### config.mk
export PLATFORM = sky130hd
export DESIGN_NAME = wb_port_arbiter
export DESIGN_NICKNAME = d
export VERILOG_FILES = /design/src/rtl/wb_port_arbiter_pkg.sv /design/src/rtl/wb_aux_fifo.sv /design/src/rtl/wb_port_arbiter.sv
export SDC_FILE = /design/constraint.sdc
export NUM_CORES = 1
export LEC_CHECK = 0
export ABC_AREA = 1
export BUFFER_PORTS_ARGS = -buffer_cell sky130_fd_sc_hd__buf_4
export CAP_MARGIN = 20
export CORE_ASPECT_RATIO = 0.9
export CORE_UTILIZATION = 60
export CTS_BUF_LIST = sky130_fd_sc_hd__clkbuf_4 sky130_fd_sc_hd__clkbuf_8
export CTS_CLUSTER_SIZE = 16
export DETAILED_ROUTE_END_ITERATION = 8
export PLACE_DENSITY = 0.92
export SLEW_MARGIN = 10
export SYNTH_ARGS = -nofsm -noshare
export SYNTH_HDL_FRONTEND = slang
export SYNTH_SLANG_ARGS = --single-unit
### constraint.sdc
create_clock -name clk -period 6.45 [get_ports clk]
set_clock_uncertainty 0.1 [all_clocks]
set_input_delay 0.645 -clock clk [delete_from_list [all_inputs] [get_ports clk]]
set_output_delay 0.645 -clock clk [all_outputs]
set_load 0.03 [all_outputs]
### src/rtl/wb_port_arbiter_pkg.sv
// Shared types for the write-back port arbiter: request struct, grant source,
// and the one-hot helper used to build the pending-register mask.
package wb_port_arbiter_pkg;

  localparam int REG_W  = 5;
  localparam int DATA_W = 32;

  typedef struct packed {
    logic              we;
    logic [REG_W-1:0]  wreg;
    logic [DATA_W-1:0] data;
  } wb_req_t;

  typedef enum logic [1:0] {
    GNT_NONE,
    GNT_PIPE,
    GNT_AUX
  } gnt_src_e;

  function automatic logic [31:0] reg_onehot(input logic [REG_W-1:0] r);
    return 32'(1) << r;
  endfunction

endpackage

### src/rtl/wb_aux_fifo.sv
// DEPTH-entry synchronous FIFO for auxiliary write-back requests; exposes
// per-entry valid and destination so the top can form the pending mask.
module wb_aux_fifo
  import wb_port_arbiter_pkg::*;
#(
  parameter int DEPTH = 4
) (
  input  logic                        clk,
  input  logic                        reset,
  input  logic                        push_i,
  input  logic [REG_W-1:0]            push_reg_i,
  input  logic [DATA_W-1:0]           push_data_i,
  input  logic                        pop_i,
  output logic                        full_o,
  output logic                        empty_o,
  output wb_req_t                     head_o,
  output logic [DEPTH-1:0]            entry_valid_o,
  output logic [DEPTH-1:0][REG_W-1:0] entry_reg_o
);

  localparam int PTR_W = $clog2(DEPTH);

  logic [PTR_W-1:0]  wr_ptr_q, wr_ptr_d;
  logic [PTR_W-1:0]  rd_ptr_q, rd_ptr_d;
  logic [PTR_W:0]    count_q, count_d;
  logic [DEPTH-1:0]  valid_q, valid_d;
  logic [REG_W-1:0]  reg_q  [DEPTH];
  logic [DATA_W-1:0] data_q [DEPTH];
  logic              push_ok, pop_ok;

  assign full_o  = (count_q == (PTR_W+1)'(DEPTH));
  assign empty_o = (count_q == '0);
  assign push_ok = push_i & ~full_o;
  assign pop_ok  = pop_i & ~empty_o;

  // NOTE: every signal driven in always_comb gets a default first, so no path leaves it unassigned and no latch is inferred.
  always_comb begin
    wr_ptr_d = wr_ptr_q;
    rd_ptr_d = rd_ptr_q;
    count_d  = count_q;
    valid_d  = valid_q;
    if (push_ok) begin
      wr_ptr_d          = wr_ptr_q + PTR_W'(1);
      valid_d[wr_ptr_q] = 1'b1;
    end
    if (pop_ok) begin
      rd_ptr_d          = rd_ptr_q + PTR_W'(1);
      valid_d[rd_ptr_q] = 1'b0;
    end
    case ({push_ok, pop_ok})
      2'b10:   count_d = count_q + (PTR_W+1)'(1);
      2'b01:   count_d = count_q - (PTR_W+1)'(1);
      default: count_d = count_q;
    endcase
  end

  // NOTE: sequential state uses non-blocking assignments so all registers update together on the edge.
  always_ff @(posedge clk or posedge reset) begin
    if (reset) begin
      wr_ptr_q <= '0;
      rd_ptr_q <= '0;
      count_q  <= '0;
      valid_q  <= '0;
    end else begin
      wr_ptr_q <= wr_ptr_d;
      rd_ptr_q <= rd_ptr_d;
      count_q  <= count_d;
      valid_q  <= valid_d;
    end
  end

  // NOTE: the storage array has no reset; valid_q qualifies every use of its contents.
  always_ff @(posedge clk) begin
    if (push_ok) begin
      reg_q[wr_ptr_q]  <= push_reg_i;
      data_q[wr_ptr_q] <= push_data_i;
    end
  end

  assign head_o = '{we: ~empty_o, wreg: reg_q[rd_ptr_q], data: data_q[rd_ptr_q]};

  always_comb begin
    entry_valid_o = valid_q;
    for (int i = 0; i < DEPTH; i++) entry_reg_o[i] = reg_q[i];
  end

endmodule

### src/rtl/wb_port_arbiter.sv
// Register-file write-port arbiter: pipeline has priority, auxiliary writes queue
// and drain in idle slots or a forced slot. Optional stats under WB_ARB_STATS_EN.
module wb_port_arbiter
  import wb_port_arbiter_pkg::*;
#(
  parameter int DEPTH    = 4,
  parameter int MAX_WAIT = 8
) (
  input  logic              clk,
  input  logic              reset,
  input  logic              pipe_regwrite,
  input  logic [REG_W-1:0]  pipe_wrreg,
  input  logic [DATA_W-1:0] pipe_wrdata,
  output logic              pipe_stall,
  input  logic              aux_valid,
  output logic              aux_ready,
  input  logic [REG_W-1:0]  aux_wrreg,
  input  logic [DATA_W-1:0] aux_wrdata,
  output logic              rf_we,
  output logic [REG_W-1:0]  rf_wrreg,
  output logic [DATA_W-1:0] rf_wrdata,
  output logic [31:0]       aux_pending_mask
`ifdef WB_ARB_STATS_EN
  ,
  output logic [31:0]       stat_forced,
  output logic [31:0]       stat_full_cycles
`endif
);

  localparam int CNT_W = $clog2(MAX_WAIT + 1);

  logic                        fifo_full, fifo_empty, fifo_push, fifo_pop;
  wb_req_t                     fifo_head;
  logic [DEPTH-1:0]            entry_valid;
  logic [DEPTH-1:0][REG_W-1:0] entry_reg;
  gnt_src_e                    gnt;
  logic [CNT_W-1:0]            wait_cnt_q, wait_cnt_d;
  logic                        force_q, force_d;

  // Writes to r0 complete the handshake but are never queued.
  assign aux_ready = ~fifo_full;
  assign fifo_push = aux_valid & aux_ready & (aux_wrreg != '0);
  assign fifo_pop  = (gnt == GNT_AUX);

  wb_aux_fifo #(.DEPTH(DEPTH)) u_fifo (
    .clk          (clk),
    .reset        (reset),
    .push_i       (fifo_push),
    .push_reg_i   (aux_wrreg),
    .push_data_i  (aux_wrdata),
    .pop_i        (fifo_pop),
    .full_o       (fifo_full),
    .empty_o      (fifo_empty),
    .head_o       (fifo_head),
    .entry_valid_o(entry_valid),
    .entry_reg_o  (entry_reg)
  );

  always_comb begin
    gnt = GNT_NONE;
    if (force_q && !fifo_empty) gnt = GNT_AUX;
    else if (pipe_regwrite)     gnt = GNT_PIPE;
    else if (!fifo_empty)       gnt = GNT_AUX;
  end

  always_comb begin
    rf_we     = 1'b0;
    rf_wrreg  = '0;
    rf_wrdata = '0;
    case (gnt)
      GNT_PIPE: begin
        rf_we     = 1'b1;
        rf_wrreg  = pipe_wrreg;
        rf_wrdata = pipe_wrdata;
      end
      GNT_AUX: begin
        rf_we     = 1'b1;
        rf_wrreg  = fifo_head.wreg;
        rf_wrdata = fifo_head.data;
      end
      default: ;
    endcase
  end

  assign pipe_stall = pipe_regwrite & (gnt != GNT_PIPE);

  // Starvation: count pipeline wins over a waiting head, force one slot at MAX_WAIT.
  always_comb begin
    wait_cnt_d = '0;
    force_d    = 1'b0;
    if (gnt == GNT_PIPE && !fifo_empty) begin
      wait_cnt_d = wait_cnt_q + CNT_W'(1);
      force_d    = (wait_cnt_q == CNT_W'(MAX_WAIT - 1));
    end
  end

  always_ff @(posedge clk or posedge reset) begin
    if (reset) begin
      wait_cnt_q <= '0;
      force_q    <= 1'b0;
    end else begin
      wait_cnt_q <= wait_cnt_d;
      force_q    <= force_d;
    end
  end

  always_comb begin
    aux_pending_mask = '0;
    for (int i = 0; i < DEPTH; i++)
      if (entry_valid[i]) aux_pending_mask |= reg_onehot(entry_reg[i]);
  end

`ifdef WB_ARB_STATS_EN
  logic [31:0] stat_forced_q, stat_full_q;

  always_ff @(posedge clk or posedge reset) begin
    if (reset) begin
      stat_forced_q <= '0;
      stat_full_q   <= '0;
    end else begin
      if (force_q && !fifo_empty && stat_forced_q != '1) stat_forced_q <= stat_forced_q + 32'd1;
      if (aux_valid && !aux_ready && stat_full_q != '1) stat_full_q <= stat_full_q + 32'd1;
    end
  end

  assign stat_forced      = stat_forced_q;
  assign stat_full_cycles = stat_full_q;
`endif

endmodule

==> results.json <==
{
  "pwr_density_cell_mw_per_mm2": 374,
  "synth_top_family_by_area": "simple AND/OR/NAND/NOR gates",
  "dp.final_hpwl_um": 16300,
  "stdcell_count": 1432,
  "antenna_found_initial": 0,
  "path_common_cell": "nand2_1",
  "fmax_ghz": 0.260,
  "seq_area_frac_synth": 0.542,
  "grt_pass1_wl_um": 37300,
  "setup_tns_ns": 0,
  "cts_made_buffers": 17,
  "fin_crit_sh": 0.597,
  "post_cts_buffers": 0,
  "grt_overflow_total": 0,
  "synthTopCellsByArea": "edfxtp_1, nand2_1, inv_1, nand3_1, nor2_1",
  "grtUsageTotal": 0.321,
  "worst_path_largest_cell_delay_ns": 0.72,
  "drv_slew": 0,
  "status": "complete, no violations",
  "remaining_drc_errors": 0,
  "io_pins": 150,
  "fillerInstances": 1026,
  "synthAdderAreaFrac": 0.0190,
  "num-nets-final": 1318,
  "crit_type": "flop to output pin",
  "dp_cells": 1401,
  "cts_tree": "built",
  "synth_warnings": 0,
  "wl_per_cell_um": 16.9,
  "synth-compound-area-share": 0.0337,
  "cts-hold-fix-buffers": 0,
  "synthMuxAreaShare": 0,
  "synthesis.area_mm2": 0.00894,
  "postRouteAntennaNets": 0,
  "drive_gt1_frac": 0.163,
  "vias": 7967,
  "cts_sinks": 164,
  "clockRootBuffer": "clkbuf_8",
  "final_core_util": 0.737,
  "synth_cell_type_count": 29,
  "reg2reg_slack_ns": 3.01,
  "ys_ff_latch": 164,
  "relSlewSlack": 0.429,
  "min_path_type": "primary input to asynchronous set/reset pin",
  "grt_max_degree": 77,
  "report.final.hold_viol_count": 0,
  "setup_ws_ns": 2.60,
  "netlist_instances": 1092,
  "yosys.area_share.simple": 0.296,
  "cts.repair.resized": 0,
  "yosys.area.top_type": "edfxtp_1",
  "crit_required_ns": 5.70,
  "antenna_cells": 0,
  "crit_fanout": 21,
  "clk_pin_slew_ns": 0.08,
  "std_cell_rows": 41,
  "cts_buffer_depth": 2,
  "firstDrtPassIters": 6,
  "synth_xor_area_frac": 0.00490,
  "drt_iter0_markers": 943,
  "arrival_ns": 3.11,
  "avgSynthCellArea_um2": 8.19,
  "vdd_ir_drop_max_mv": 0.229,
  "syn_nets": 1183,
  "worst_setup_path_start_kind": "flop",
  "design.die.area_mm2": 0.0154,
  "syn_to_final_growth_pct": 17.7,
  "coreArea_mm2": 0.0143,
  "die_y_um": 118,
  "cpMaxStageDelayCell": "ha_1",
  "synth_top_area_share": 0.497,
  "place_ws_ns": 3.03,
  "finalSetupViolCount": 0,
  "grt_pass1_vias": 7566,
  "port_buffers": 149,
  "wl_um": 24200,
  "tightest_slew_ns": 0.857,
  "rsz0062_at_grt": "false",
  "worstPathCellList": "nor2_2 > nand2_1 > nand2_1 > o21ai_0 > inv_1 > ha_1 > buf_4 > nand2_1 > a21oi_1 > buf_4",
  "gp_congestion": 1.02,
  "die_width_um": 131,
  "endpoint_kind": "output pin",
  "placed_cell_area_mm2": 0.0101,
  "p_leak_nw": 4.94,
  "final_area_mm2": 0.0105,
  "clock_latency_ns": 0.46,
  "fin_crit_ns": 3.85,
  "start_util": 0.627,
  "drv_cap": 0,
  "cts_max_level": 4,
  "via_per_inst": 5.56
}
-- final timing paths --
path | cells past startpoint | to | from
setup / recovery | 10 | rf_wrdata[29] | u_fifo.count_q[1]
hold / removal | 2 | wait_cnt_q[2] | reset
setup reg to reg | 13 | u_fifo.count_q[2] | u_fifo.count_q[2]
hold reg to reg | 1 | force_q | wait_cnt_q[3]
max in group asynchronous | 2 | u_fifo.rd_ptr_q[0] | reset
min in group clk | 1 | u_fifo.data_q[0][15] | aux_wrdata[15]
-- placed cells by master, fill, tap and decap left out, types with 3 or more instances in the layout --
cell type,n
a21oi_1,53
nand3_1,112
clkbuf_8,17
dfrtp_1,15
nor2_1,122
ha_1,12
nand4_1,44
xor2_1,4
clkinvlp_4,4
buf_4,160
nand2_1,330
o21ai_0,4
clkinv_2,3
inv_1,175
edfxtp_1,148
nor3_1,5
clkinv_1,8
-- layer usage --
layer / up-vias / track usage / share of wire
met5: - / 0 / 0
met4: 0 / 0.121 / 0.023
met3: 57 / 0.0691 / 0.092
met2: 465 / 0.539 / 0.50
met1: 3688 / 0.403 / 0.38
li1: 3757 / - / -
-- Yosys cell counts (all sizes together) --
library cell / number
nand4: 44
fa: 1
ha: 12
dfrtp: 16
nor2: 127
inv: 177
nand3: 112
nor3b: 1
xor2: 4
buf: 31
xnor2: 1
nand3b: 1
a21oi: 54
o21ai: 4
or2: 2
o21a: 1
clkinv: 7
edfxtp: 148
clkbuf: 13
nand2: 331
nor3: 5
-- through the flow --
stage / power [mW] / hold slack, ns
floorplan: 2.67 / 0.329
detailed placement: 3.20 / 0.358
CTS: 3.91 / 0.165
global placement: 3.13 / 0.346
global route: 4.14 / 0.191
finish: 3.93 / 0.157
-- power by group --
group / internal [mW] / switching [mW]
Combinational: 0.487 / 1.22
Sequential: 1.40 / 0.112
Clock: 0.343 / 0.368
Total: 2.23 / 1.70
-- worst max-delay path: cells and delay by family, from the launching register on --
kind                     cells  cell delay (ns)
AO/OA/AOI/OAI                2             0.32
adder cells (fa/ha/maj)      1             0.72
flip-flops                   1             0.42
buffers and inverters        3             0.66
AND/OR/NAND/NOR              4             0.52
-- flip-flops by register name, indices dropped and copies added (netlist names) --
signal	count
u_fifo.reg_q	20
u_fifo.count_q	3
u_fifo.rd_ptr_q	2
u_fifo.entry_valid_o	4
u_fifo.wr_ptr_q	2
u_fifo.data_q	128
force_q	1
wait_cnt_q	4
-- final cells by class --
| class | count | area, um2 | area share |
|---|---|---|---|
| clock buffer | 18 | 241 | 0.0230 |
| clock inverter | 13 | 135 | 0.0128 |
| inverter | 184 | 691 | 0.0657 |
| multi-input combinational | 700 | 3160 | 0.301 |
| sequential | 164 | 4850 | 0.461 |
| tap | 193 | 241 | 0.0230 |
| timing repair buffer | 160 | 1200 | 0.114 |
-- kinds of logic (layout without fill, tap and decap cells) --
kind of cell,Yosys count,after routing
XOR/XNOR,5,5
AND/OR/NAND/NOR,623,623
flip-flops,164,164
buffers and inverters,228,375
adder cells (fa/ha/maj),13,13
AO/OA/AOI/OAI,59,59
(Power assumes the default switching activity.)
